**src/rtl/led7seg_scan.sv**
```systemverilog
// Multiplexed common-anode 7-segment scanner: double-buffered digit patterns,
// per-slot dead time, frame-aligned updates so a new value never tears mid-frame.
module led7seg_scan #(
  parameter int NDIG       = 4,
  parameter int DIV        = 100000,
  parameter int BLANK      = 1000,
  parameter int ACTIVE_LOW = 1
) (
  input  logic              clk,
  input  logic              rst,
  input  logic [8*NDIG-1:0] seg_in,
  input  logic              load,
  output logic [NDIG-1:0]   an,
  output logic [7:0]        cath,
  output logic              frame,
  output logic              pending
);

  localparam int CW = (DIV > 1) ? $clog2(DIV) : 1;
  localparam int IW = (NDIG > 1) ? $clog2(NDIG) : 1;
  localparam logic [CW-1:0]   CNT_LAST = CW'(DIV - 1);
  localparam logic [IW-1:0]   IDX_LAST = IW'(NDIG - 1);
  localparam logic [NDIG-1:0] AN_OFF   = (ACTIVE_LOW != 0) ? {NDIG{1'b1}} : {NDIG{1'b0}};
  localparam logic [7:0]      CATH_OFF = (ACTIVE_LOW != 0) ? 8'hFF : 8'h00;

  logic [CW-1:0]     cnt, cnt_nxt;
  logic [IW-1:0]     idx, idx_nxt;
  logic [8*NDIG-1:0] shadow, shadow_nxt;
  logic [8*NDIG-1:0] disp, disp_nxt;
  logic              pending_nxt;
  logic              last_cnt, boundary, blank;
  logic [NDIG-1:0]   an_act;
  logic [7:0]        cath_act;

  // Stage p0: scan position and the shadow/display buffer handoff
  always_comb begin
    last_cnt    = (cnt == CNT_LAST);
    boundary    = last_cnt && (idx == IDX_LAST);
    cnt_nxt     = last_cnt ? '0 : cnt + CW'(1);
    idx_nxt     = idx;
    if (last_cnt) begin
      idx_nxt = (idx == IDX_LAST) ? '0 : idx + IW'(1);
    end
    disp_nxt    = disp;
    shadow_nxt  = shadow;
    pending_nxt = pending;
    if (boundary) begin
      // A load landing exactly on the boundary bypasses the shadow wait.
      if (load) begin
        disp_nxt   = seg_in;
        shadow_nxt = seg_in;
      end else if (pending) begin
        disp_nxt = shadow;
      end
      pending_nxt = 1'b0;
    end else if (load) begin
      shadow_nxt  = seg_in;
      pending_nxt = 1'b1;
    end

    // Drivers are computed for the position the counter moves to, so dead
    // time lines up with the first BLANK cycles of every slot.
    blank    = int'({1'b0, cnt_nxt}) < BLANK;
    an_act   = '0;
    cath_act = '0;
    for (int k = 0; k < NDIG; k++) begin
      if (idx_nxt == IW'(k)) begin
        an_act[k] = 1'b1;
        cath_act  = disp_nxt[8*k +: 8];
      end
    end
    if (blank) begin
      an_act   = '0;
      cath_act = '0;
    end
  end

  // Stage p1: registered pin drivers and frame strobe
  always_ff @(posedge clk or posedge rst) begin
    if (rst) begin
      cnt     <= '0;
      idx     <= '0;
      shadow  <= '0;
      disp    <= '0;
      pending <= 1'b0;
      frame   <= 1'b0;
      an      <= AN_OFF;
      cath    <= CATH_OFF;
    end else begin
      cnt     <= cnt_nxt;
      idx     <= idx_nxt;
      shadow  <= shadow_nxt;
      disp    <= disp_nxt;
      pending <= pending_nxt;
      frame   <= boundary;
      an      <= an_act ^ AN_OFF;
      cath    <= cath_act ^ CATH_OFF;
    end
  end

endmodule

```
**config.mk**
```make
export PLATFORM = sky130hd
export DESIGN_NAME = led7seg_scan
export DESIGN_NICKNAME = d
export VERILOG_FILES = /design/src/rtl/led7seg_scan.sv
export SDC_FILE = /design/constraint.sdc
export NUM_CORES = 1
export LEC_CHECK = 0
export CORE_MARGIN = 3
export CORE_UTILIZATION = 43
export CTS_BUF_LIST = sky130_fd_sc_hd__clkbuf_16
export DETAILED_ROUTE_END_ITERATION = 7
export REMOVE_ABC_BUFFERS = 1
export SLEW_MARGIN = 10
export SYNTH_ARGS = -nofsm -noshare
export SYNTH_HDL_FRONTEND = slang
export SYNTH_SLANG_ARGS = --single-unit
```
**constraint.sdc**
```tcl
create_clock -name clk -period 3.61 [get_ports clk]
set_clock_uncertainty 0.2 [all_clocks]
set_input_delay 0.361 -clock clk [delete_from_list [all_inputs] [get_ports clk]]
set_output_delay 0.361 -clock clk [all_outputs]
set_load 0.05 [all_outputs]
```
# ---- Word level (Yosys, flattened, before mapping)
# Cells that the tools add are included.
dict set report classes {
  n_reduce_logical 3
  n_addsub 2
  bitwise_logic 2
  n_mux 18
  n_eq_ne 5
  magnitude_cmp 1
}
# op n
set ops {}
lappend ops {{$mux W32} 3}
lappend ops {{$mux W8} 5}
lappend ops {{$add A17 B1 Y17 const B} 1}
lappend ops {{$eq A17 B17 Y1 const B} 1}
lappend ops {{$lt A17 B10 Y1 const B} 1}
lappend ops {{$mux W17} 1}
lappend ops {{$not A8 Y8} 1}
lappend ops {{$eq A2 B2 Y1 const B} 3}
lappend ops {{$mux W1} 6}
lappend ops {{$mux W2} 2}
lappend ops {{$mux W4} 1}
lappend ops {{$not A4 Y4} 1}
lappend ops {{$add A2 B1 Y2 const B} 1}
lappend ops {{$eq A2 B1 Y1 const B} 1}
lappend ops {{$logic_not A2 Y1} 1}
lappend ops {{$reduce_bool A2 Y1} 1}
lappend ops {{$logic_and A1 B1 Y1} 1}
dict set report word_totals {
  output_inout_bits 14
  input_bits 35
  reg_bits 97
}

# ---- Depth between registers and ports, before layout
# Gate-level depths: netlist of run 1.
dict set report logic_depth {
  word_depth 10
  mapped_depth 10
  ltp_nobuf 9
}

# ---- Worst setup path after synthesis of run 1
# OpenSTA, ideal clock, no wires.
dict set report synth_timing {
  path_type {register to register}
  start {reg cnt[0]}
  end {reg cath[7]}
  path_stages_with_launch 10
  arrival_time_ps 2704
  path_buffers 0
  setup_time_ps 77
  t_required_ps 3333
  setup_slack_ps 629
  period_less_slack_ps 2981
  cell_sequence {dfrtp_1 ha_1 or4b_1 nor3_4 and2_4 mux2i_2 inv_2 nor2_1 a22oi_1 a21bo_2}
}
dict set report synth_between {
  elab_chain_cells 9
  elab_cells_between_ends 17
}
# item line_no
set synth_lines {}
lappend synth_lines {{start, declared} 26} ;# logic [CW-1:0] cnt, cnt_nxt;
lappend synth_lines {{start signal, assigned} 90} ;# cnt <= cnt_nxt;
lappend synth_lines {{$eq A17 B17 Y1 (*)} 37} ;# last_cnt = (cnt == CNT_LAST);
lappend synth_lines {{$mux W2 (*)} 41} ;# if (last_cnt) begin
lappend synth_lines {{named net idx_nxt[0]} 27} ;# logic [IW-1:0] idx, idx_nxt;
lappend synth_lines {{$logic_not A2 Y1} 67} ;# if (idx_nxt == IW'(k)) begin
lappend synth_lines {{$mux W8 (3 in a row)} 67}
lappend synth_lines {{$mux W8 (*)} 67}
lappend synth_lines {{$mux W8 (*)} 72} ;# if (blank) begin
lappend synth_lines {{$not A8 Y8 (no line) (*)} --}
lappend synth_lines {{end signal, assigned} 97} ;# cath <= cath_act ^ CATH_OFF;
lappend synth_lines {{end, declared} 14} ;# output logic [7:0] cath,
# Mark *: on every way through the listed nets, which the timed path passes. The rest lies on a longest branch.
# A chain may end at the register's enable or synchronous reset.

# ---- Final worst setup path of run 1
# Same ends and word-level chain as after synthesis.

==> metrics list, run 1 <==
- Root Driver: sky130_fd_sc_hd__clkbuf_16
- Averaged over all synthesized cells, the footprint is 12.0 sq um.
- Starting density of the core: 44.5%
- Summed over all nets, the switching power comes to 0.000477 W.
- Start of the worst register-to-register path: cnt[0]$_DFF_PP0_
* Delay of the slowest critical-path stage: 510 ps
* F_max: 0.321 GHz
- Combinational family with the most area after synthesis: simple AND/OR/NAND/NOR gates
* Reg2reg path depth: 10
- Total GRT Usage: 17.2%
* Crit path time final: 3120 ps
* Summed instance area of the synthesized netlist: 4370 sq um
* Latest clock arrival within the worst-skew pair: 340 ps
- Hold is met by 296 ps.
- Half-perimeter wire length of the detailed placement result: 6.27 mm
- The hold violation total from the final report is 0.
- Status: complete, no violations
- Cells fill 54.0% of the core in the end.
* Largest net degree at the start of global routing: 59
- During I/O placement, the number of pins put on the boundary was 49.
- In this run, flip-flops and latches consume 51.5% of the power.
- Cts bufs inserted: 9
- After detailed routing, the average wire length per cell comes to 16.8 microns.
- The first global-routing pass estimated 15.3 mm of wire.
- Share of cells above drive strength 1: 24.1%
- The via count of the first global-routing pass was 3010.
* Number of iterations in the first detailed-routing pass: 4
- The worst register-to-register path ends at cath[7]$_DFF_PP1_.
- Number of gates given a new drive strength after cts: 0
* Pin slew with the least headroom to its limit: 710 ps
- Synthesized-area fraction occupied by xor and xnor cells: 2.60%
* Fraction of power consumed by combinational cells: 5.5%
- Adding up every negative setup slack in the final design gives 0 ps.
* Clock Power Share: 43.0%
- Walking the worst path, the cells encountered are ha_1 -> or4b_1 -> nor3_4 -> buf_4 -> and2_4 -> mux2i_2 -> inv_2 -> nor2_1 -> a22oi_1 -> a21bo_2.
- Clock-pin slew was measured on the worst setup and hold paths at 60 ps.
- Setup violations remaining at the end of the flow were counted as 0.
* Global placer's final weighted congestion: 0.803
- CP delay by family, top: simple AND/OR/NAND/NOR gates
* Largest voltage drop on the vdd net: 0.000246 V
- The worst pin sits at a relative slew slack of 52.7%.
- Of the synthesized area, sequential elements account for 55.8%.
- Switching Fraction: 21.7%
- CP endpoint kind: flop
- Synthesized-area fraction occupied by adder cells: 0.572%
* Total detailed-routing wirelength: 9.27 mm
* Design internal power: 0.00173 W
* TritonCTS clock tree: built
- FP Rows: 36
- Cells after synthesis: 364
- DRT iter0 DRCs: 129
* Total power: 0.00220 W
* Signed area change from the synthesized netlist to the final layout: 21.3%
* Buffers inserted by post-CTS timing repair: 0
* Synthesis-stage register bit count: 97
- Master of the slowest instance on the critical path: sky130_fd_sc_hd__or4b_1
- Yosys printed 0 warnings.
- In this run the worst path has a maximum fanout of 12.
- RSZ-0062 raised after global routing: no
* Synthesized-area fraction occupied by ao, oa, aoi and oai cells: 12.3%
- Once detail routing completed, the nets flagged for antenna violations numbered 0.
* Vias after detailed routing: 3058
- Post-route DRC: 0
- Max-slew violation count: 0
- The longest clock path from root to sink contains 2 buffers.
* Post-route cell area: 5300 sq um
* Filler Cells Inserted: 900
- After detailed routing, the number of vias per cell comes to 5.54.
- Number of violations of the max-capacitance limit: 0
- Mux contribution to synthesized area: 12.7%
- Number of antenna violations at the first check in global routing: 0
* Worst-case register-to-register setup slack: 490 ps
- Area after detailed placement: 5010 sq um
* Critical path buffer and inverter count: 2
- In this run the standard cell core region covers 9820 sq um.
* Element type at the critical path start: flop
- The repair_antennas step left the layout with diodes totalling 0.
- Number of sinks on the clock net: 97
- Floorplan die height: 107 microns
- After global routing the overflow that remains totals 0.
* Worst min-delay path class: input pin to async pin
- Critical path data arrival time: 3190 ps
* Fin crit share: 86.4%
- CTS built an H-tree with a depth of 3.
- Data on the critical path is required at its endpoint by 3680 ps.
- Area enclosed by the die boundary: 11400 sq um
* Count of distinct cell types in the synthesized netlist: 57
- From left edge to right edge, the die measures 107 microns.
- Input and output buffers added on the ports amount to 48.
- After clock tree synthesis, the flow added hold-fix buffers numbering 0.
* Class of the most critical setup path: flop to flop
* Final-stage net count: 451
* Lkg Pwr: 2.32 nW
- Power density cells: 415 nW/um^2
* Simple-gate share of the synthesized area: 13.2%
routing by layer:
metal  vias to the layer above  global-route usage, %  wire, microns
met3                        12                   3.61            386
met1                      1541                   24.5           4480
met5                         -                      0              0
met2                        66                   26.2           4280
li1                       1439                      -              -
met4                         0                   6.12            125
how the worst max path moves through the flow:
stage                                 from  slack (ps)  depth (start not counted)                end
final                     cnt[0]$_DFF_PP0_         490                         10  cath[7]$_DFF_PP1_
after CTS                 cnt[0]$_DFF_PP0_         460                         10  cath[2]$_DFF_PP1_
after floorplan           cnt[0]$_DFF_PP0_         290                          9  cath[7]$_DFF_PP1_
after detailed placement  cnt[0]$_DFF_PP0_         470                         10  cath[2]$_DFF_PP1_
after global routing      cnt[0]$_DFF_PP0_         220                         10  cath[2]$_DFF_PP1_
after global placement    cnt[0]$_DFF_PP0_         570                         10  cath[2]$_DFF_PP1_
sequential cells by signal (all words and copies together) (netlist names):
| register | cells |
|---|---|
| idx | 2 |
| frame | 1 |
| disp | 32 |
| an | 4 |
| pending | 1 |
| cath | 8 |
| cnt | 17 |
| shadow | 32 |
power by group through the flow:
stage	registers, W	clock network (W)	logic, W
4_1_cts	0.00113	0.000969	0.000126
3_3_place_gp	0.00115	0	0.000123
3_5_place_dp	0.00115	0	0.000125
2_1_floorplan	0.00115	0	0.0000584
5_1_grt	0.00114	0.00102	0.000135
6_report	0.00113	0.000947	0.000121
cells in the mapped netlist (all sizes together):
| master | n | area (sq um) |
|---|---|---|
| dfrtp | 85 | 2130 |
| mux2 | 45 | 507 |
| nor2 | 31 | 116 |
| nand2 | 15 | 56.3 |
| dfstp | 12 | 315 |
| nor3 | 12 | 76.3 |
| inv | 11 | 41.3 |
| o21ai | 11 | 58.8 |
| buf | 10 | 55.1 |
| nand4 | 9 | 77.6 |
| o22ai | 9 | 56.3 |
| xnor2 | 9 | 78.8 |
| a31oi | 8 | 50.1 |
| nand3 | 8 | 40.0 |
| clkbuf | 7 | 26.3 |
| o211ai | 7 | 57.6 |
| o32ai | 6 | 52.6 |
| a21o | 5 | 37.5 |
| and2 | 5 | 33.8 |
| a22o | 4 | 35.0 |
| mux2i | 4 | 47.6 |
| o21a | 4 | 30.0 |
| o221a | 4 | 45.0 |
| xor2 | 4 | 35.0 |
| a211o | 3 | 26.3 |
| and3b | 3 | 26.3 |
| nand2b | 3 | 18.8 |
| nor2b | 3 | 18.8 |
| nor4 | 3 | 18.8 |
| o22a | 3 | 26.3 |
| o32a | 3 | 30.0 |
| or2 | 3 | 18.8 |
| a22oi | 2 | 15.0 |
| and3 | 2 | 12.5 |
| ha | 2 | 25.0 |
| nand3b | 2 | 15.0 |
| or4b | 2 | 23.8 |
| a21bo | 1 | 10.0 |
| and4 | 1 | 8.76 |
| nand4b | 1 | 8.76 |
| o31a | 1 | 8.76 |
| or3 | 1 | 6.26 |
worst reg2reg max path: cells and delay by family (launching register included):
family | cells | cell delay [ps]
simple gates | 4 | 1150
buf+inv | 2 | 330
fa+ha+maj | 1 | 320
compound gates | 2 | 360
flops | 1 | 410
mux | 1 | 270
cell usage in the layout (no fill, tap or decap), types with 3 or more instances in the layout:
cell type,instances
sky130_fd_sc_hd__o211ai_1,6
sky130_fd_sc_hd__o221a_2,3
sky130_fd_sc_hd__mux2_2,45
sky130_fd_sc_hd__nor3_1,10
sky130_fd_sc_hd__and3b_1,3
sky130_fd_sc_hd__nand3_1,8
sky130_fd_sc_hd__o22ai_1,9
sky130_fd_sc_hd__xnor2_1,9
sky130_fd_sc_hd__clkbuf_16,9
sky130_fd_sc_hd__inv_1,9
sky130_fd_sc_hd__clkdlybuf4s50_1,47
sky130_fd_sc_hd__o22a_1,3
sky130_fd_sc_hd__o32ai_1,6
sky130_fd_sc_hd__a211o_1,3
sky130_fd_sc_hd__nand2_1,15
sky130_fd_sc_hd__nor2_1,31
sky130_fd_sc_hd__nor4_1,3
sky130_fd_sc_hd__dfrtp_1,85
sky130_fd_sc_hd__a21o_1,5
sky130_fd_sc_hd__xor2_1,4
sky130_fd_sc_hd__o32a_1,3
sky130_fd_sc_hd__o21ai_0,8
sky130_fd_sc_hd__or2_2,3
sky130_fd_sc_hd__nand2b_1,3
sky130_fd_sc_hd__o21a_1,4
sky130_fd_sc_hd__and2_1,4
sky130_fd_sc_hd__nor2b_1,3
sky130_fd_sc_hd__a31oi_1,8
sky130_fd_sc_hd__a22o_1,4
sky130_fd_sc_hd__dfstp_2,12
sky130_fd_sc_hd__buf_4,7
sky130_fd_sc_hd__nand4_1,7
cells by family (layout without fill, tap and decap cells):
logic type	count (synthesis)	after routing
and+or+nand+nor	104	104
buffers and inverters	28	83
DFF	97	97
xor gates and xnor gates	13	13
muxes	49	49
adders and majority gates	2	2
AOI/OAI and AO/OA	71	71
stage by stage:
stage	std cells	worst slack, ps
6_report	552	491
5_1_grt	552	224
4_1_cts	552	462
3_5_place_dp	536	471
3_3_place_gp	536	572
2_1_floorplan	347	295
area by class of cell:
type                    count  area [sq um]  share of cell area [%]
flip-flops and latches     97          2440                    46.0
multi-input cells         239          1810                    34.1
repair buffers             56           548                    10.3
clock buffers               9           225                    4.25
well taps                 133           166                    3.14
clock inverters             7          68.8                    1.30
inverters                  11          43.8                   0.826
No activity file was read; power rests on OpenSTA's default activity.
==> run 2, diff against run 1 <==
--- a/config.mk
+++ b/config.mk
@@ -7,7 +7,7 @@
 export LEC_CHECK = 0
 export CORE_MARGIN = 3
 export CORE_UTILIZATION = 43
-export CTS_BUF_LIST = sky130_fd_sc_hd__clkbuf_16
+export CTS_BUF_LIST = sky130_fd_sc_hd__clkbuf_4 sky130_fd_sc_hd__clkbuf_8
 export DETAILED_ROUTE_END_ITERATION = 7
 export REMOVE_ABC_BUFFERS = 1
 export SLEW_MARGIN = 10
==> run 2 against run 1 <==
Combinational power about the same. Via count down 0.98%. Global-route usage down 0.27 points. Worst hold slack worse by 34 ps. Maximum frequency down 0.33%. Sequential power about the same. Cell area down 1.8%. Flip-flop and latch count unchanged. Non-clock buffer count unchanged. Worst setup slack worse by 10 ps. Critical path type unchanged. Largest power group unchanged.
==> metrics list, run 2 (same netlist as run 1, synthesis figures left out) <==
- The total setup buffers inserted after CTS is 0 (unchanged).
* Switching Fraction: 23.1% (+1.4 points)
- For this design, the slowest cell found on the critical path is sky130_fd_sc_hd__and3_1.
- The final weighted congestion in routability-driven placement was 0.803 (unchanged).
- Root Driver: sky130_fd_sc_hd__clkbuf_8
* Count of placed standard cells in the final layout, fillers left out: 552 (unchanged)
- The final critical delay including setup and external delays is 3130 ps (+10.4 ps).
* Critical path data required time: 3700 ps (+20 ps)
- The starting density of the core came to 44.5% (unchanged).
- Number of global-route vias before repair: 3012 (+0.066%)
- The setup slack after placement is 471 ps (unchanged).
* Element type at the critical path start: flop
- The detailed-route DRC error count is 0 (unchanged).
- Commonest non-fill, non-tap cell in the layout: sky130_fd_sc_hd__dfrtp_1
* Worst-case register-to-register setup slack: 480 ps (about the same)
* Share of cells above drive strength 1: 24.3% (+0.24 points)
- The worst slew margin relative to its limit is 52.7% (about the same).
- The worst register-to-register path ends at cath[2]$_DFF_PP1_.
- The design internal power is 0.00152 W (-12%).
- Delay of the slowest critical-path stage: 530 ps (+20 ps)
* Max-slew violation count: 0 (unchanged)
- The peak fanout along the critical path came to 14 (+2).
* Cell Count Post-Placement: 536 (unchanged)
- Clock Power Share: 36.5% (-6.5 points)
* Switching component of the power: 0.000455 W (-4.6%)
- The setup total negative slack is 0 ps (unchanged).
- The die boundary height is 107 microns (unchanged).
- ANT cells: 0 (unchanged)
- Lkg Pwr: 2.27 nW (-2.0%)
- Vias after detailed routing: 3028 (-0.98%)
* DRT iter0 DRCs: 139 (+7.8%)
- The cell row count came to 36 (unchanged).
* Residual antenna-violating net count after detailed routing: 0 (unchanged)
- Start of the worst register-to-register path: cnt[0]$_DFF_PP0_
- The core utilization of the finished layout came to 53.0% (-0.99 points).
- The setup violation total in the final timing report came to 0 (unchanged).
* Area after detailed placement: 5010 sq um (unchanged)
- Final-stage net count: 451 (unchanged)
- Relative to the synthesized area, the layout overhead comes to 19.0%.
- Number of iterations in the first detailed-routing pass: 4 (unchanged)
- The share of the clock period used by the worst path is 86.7% (+0.29 points).
- Fraction of power consumed by combinational cells: 6.1% (+0.6 points)
- Class of the most critical setup path: flop to flop
- Hold buffer count at CTS: 0 (unchanged)
- Setup repair after global routing left no endpoint under its margin.
- CTS H-tree depth: 3 (unchanged)
- The max-capacitance violation count was 0 (unchanged).
* Registers with the highest flip-flop counts: disp: 32 flops, shadow: 32 flops, cnt: 17 flops
- The global routing usage summed across all routing layers was 17.0% (-0.27 points).
* Power density cells: 379 nW/um^2 (-8.7%)
- The routed wirelength normalized by instance count came to 16.7 microns (-0.72%).
- TritonCTS clock tree: built
* Status: complete, no violations
* Total detailed-routing wirelength: 9.21 mm (-0.72%)
- Largest voltage drop on the vdd net: 0.000239 V (-2.5%)
* CP endpoint kind: flop
- The number of cells traversed by the worst register-to-register path is 10 (unchanged).
- Die outline width: 107 microns (unchanged)
* Clock-pin slew reported for the worst setup and hold paths after clock tree synthesis: 100 ps (+40 ps)
- Sequential group share of total power: 57.4% (+5.9 points)
- The core area came to 9820 sq um (unchanged).
- Area enclosed by the die boundary: 11400 sq um (unchanged)
* Pin slew with the least headroom to its limit: 710 ps (+0.364 ps)
* Cts bufs inserted: 9 (unchanged)
- Number of antenna violations at the first check in global routing: 0 (unchanged)
- The achievable clock frequency was 0.320 GHz (-0.33%).
* Post-route cell area: 5210 sq um (-1.8%)
* Half-perimeter wire length of the detailed placement result: 6.27 mm (unchanged)
- The critical path goes through ha_1 -> or4b_1 -> nor3_4 -> buf_4 -> and3_1 -> buf_4 -> and2_1 -> a31oi_1 -> o211ai_1 -> o211ai_2.
* Via/cell ratio: 5.49 (-0.98%)
* Cell type with the highest occurrence count on the critical path: sky130_fd_sc_hd__buf_4
- Number of gates given a new drive strength after cts: 0 (unchanged)
- The data arrival time of the critical path came to 3220 ps (+30 ps).
- The count of input and output buffers was 48 (unchanged).
- Post-route worst setup slack: 480 ps (-10.4 ps)
- Final number of hold-violating endpoints: 0 (unchanged)
* Boundary Pins: 49 (unchanged)
- The wire length of the first global-routing pass came to 15.1 mm (-0.86%).
* Commonest cells after routing, fill and taps aside: 85 x sky130_fd_sc_hd__dfrtp_1, 47 x sky130_fd_sc_hd__clkdlybuf4s50_1, 45 x sky130_fd_sc_hd__mux2_2
* Latest clock arrival within the worst-skew pair: 360 ps (+20 ps)
* Sum of overflow across all layers after global routing: 0 (unchanged)
- The clock sink count was 97 (unchanged).
- The deepest clock path buffer count was 2 (unchanged).
* Largest net degree at the start of global routing: 59 (unchanged)
* Worst min-delay path class: input pin to async pin
## run 2: changes by cell type in the layout (fill, tap and decap cells not counted), sizes merged
| cell | before | now |
|---|---|---|
| clkbuf | 9 | 10 |
| inv | 14 | 13 |
## run 2: how the worst max path moves through the flow
stage	slack, ps	start	end	depth (start not counted)
4_1_cts	470	cnt[0]$_DFF_PP0_	cath[2]$_DFF_PP1_	10
3_5_place_dp	470	cnt[0]$_DFF_PP0_	cath[2]$_DFF_PP1_	10
5_1_grt	230	cnt[0]$_DFF_PP0_	cath[2]$_DFF_PP1_	10
2_1_floorplan	290	cnt[0]$_DFF_PP0_	cath[7]$_DFF_PP1_	9
6_report	480	cnt[0]$_DFF_PP0_	cath[2]$_DFF_PP1_	10
3_3_place_gp	570	cnt[0]$_DFF_PP0_	cath[2]$_DFF_PP1_	10
## run 2: final cells by class
class | count | area (sq um)
clock inverter | 6 | 65.1
sequential | 97 | 2440
clock buffer | 10 | 131
multi-input combinational | 239 | 1810
tap | 133 | 166
timing repair buffer | 56 | 548
fill | 911 | 4610
inverter | 11 | 43.8
## run 2: power groups by stage
stage,Sequential (W),Combinational [W],Clock (W)
after floorplan,0.00115,0.0000584,0
after global placement,0.00115,0.000123,0
after detailed placement,0.00115,0.000125,0
after CTS,0.00113,0.000125,0.000735
after global routing,0.00114,0.000135,0.000784
final,0.00113,0.000121,0.000720
## run 2: per-layer routing
layer	GRT usage, %	part of all wire (%)
met5	0	0
met4	5.84	1.4
met3	3.43	4.9
met2	25.6	45
met1	24.4	49
## run 2: critical path, delay by kind of cell (launching register included)
family	cells	cell delay, ps
flip-flops	1	420
adder cells (fa/ha/maj)	1	310
AND/OR/NAND/NOR	4	1350
AO/OA/AOI/OAI	3	310
buffers and inverters	2	460
## run 2: through the flow
stage	power, W	hold slack [ps]
after floorplan	0.00121	268
after global placement	0.00128	278
after detailed placement	0.00128	286
after CTS	0.00199	290
after global routing	0.00206	318
final	0.00197	261
==> run 3, diff against run 2 <==
--- a/config.mk
+++ b/config.mk
@@ -10,7 +10,6 @@
 export CTS_BUF_LIST = sky130_fd_sc_hd__clkbuf_4 sky130_fd_sc_hd__clkbuf_8
 export DETAILED_ROUTE_END_ITERATION = 7
 export REMOVE_ABC_BUFFERS = 1
-export SLEW_MARGIN = 10
 export SYNTH_ARGS = -nofsm -noshare
 export SYNTH_HDL_FRONTEND = slang
 export SYNTH_SLANG_ARGS = --single-unit
==> results of run 3 <==
Final layout, timing and power as in run 2 (identical DEF).
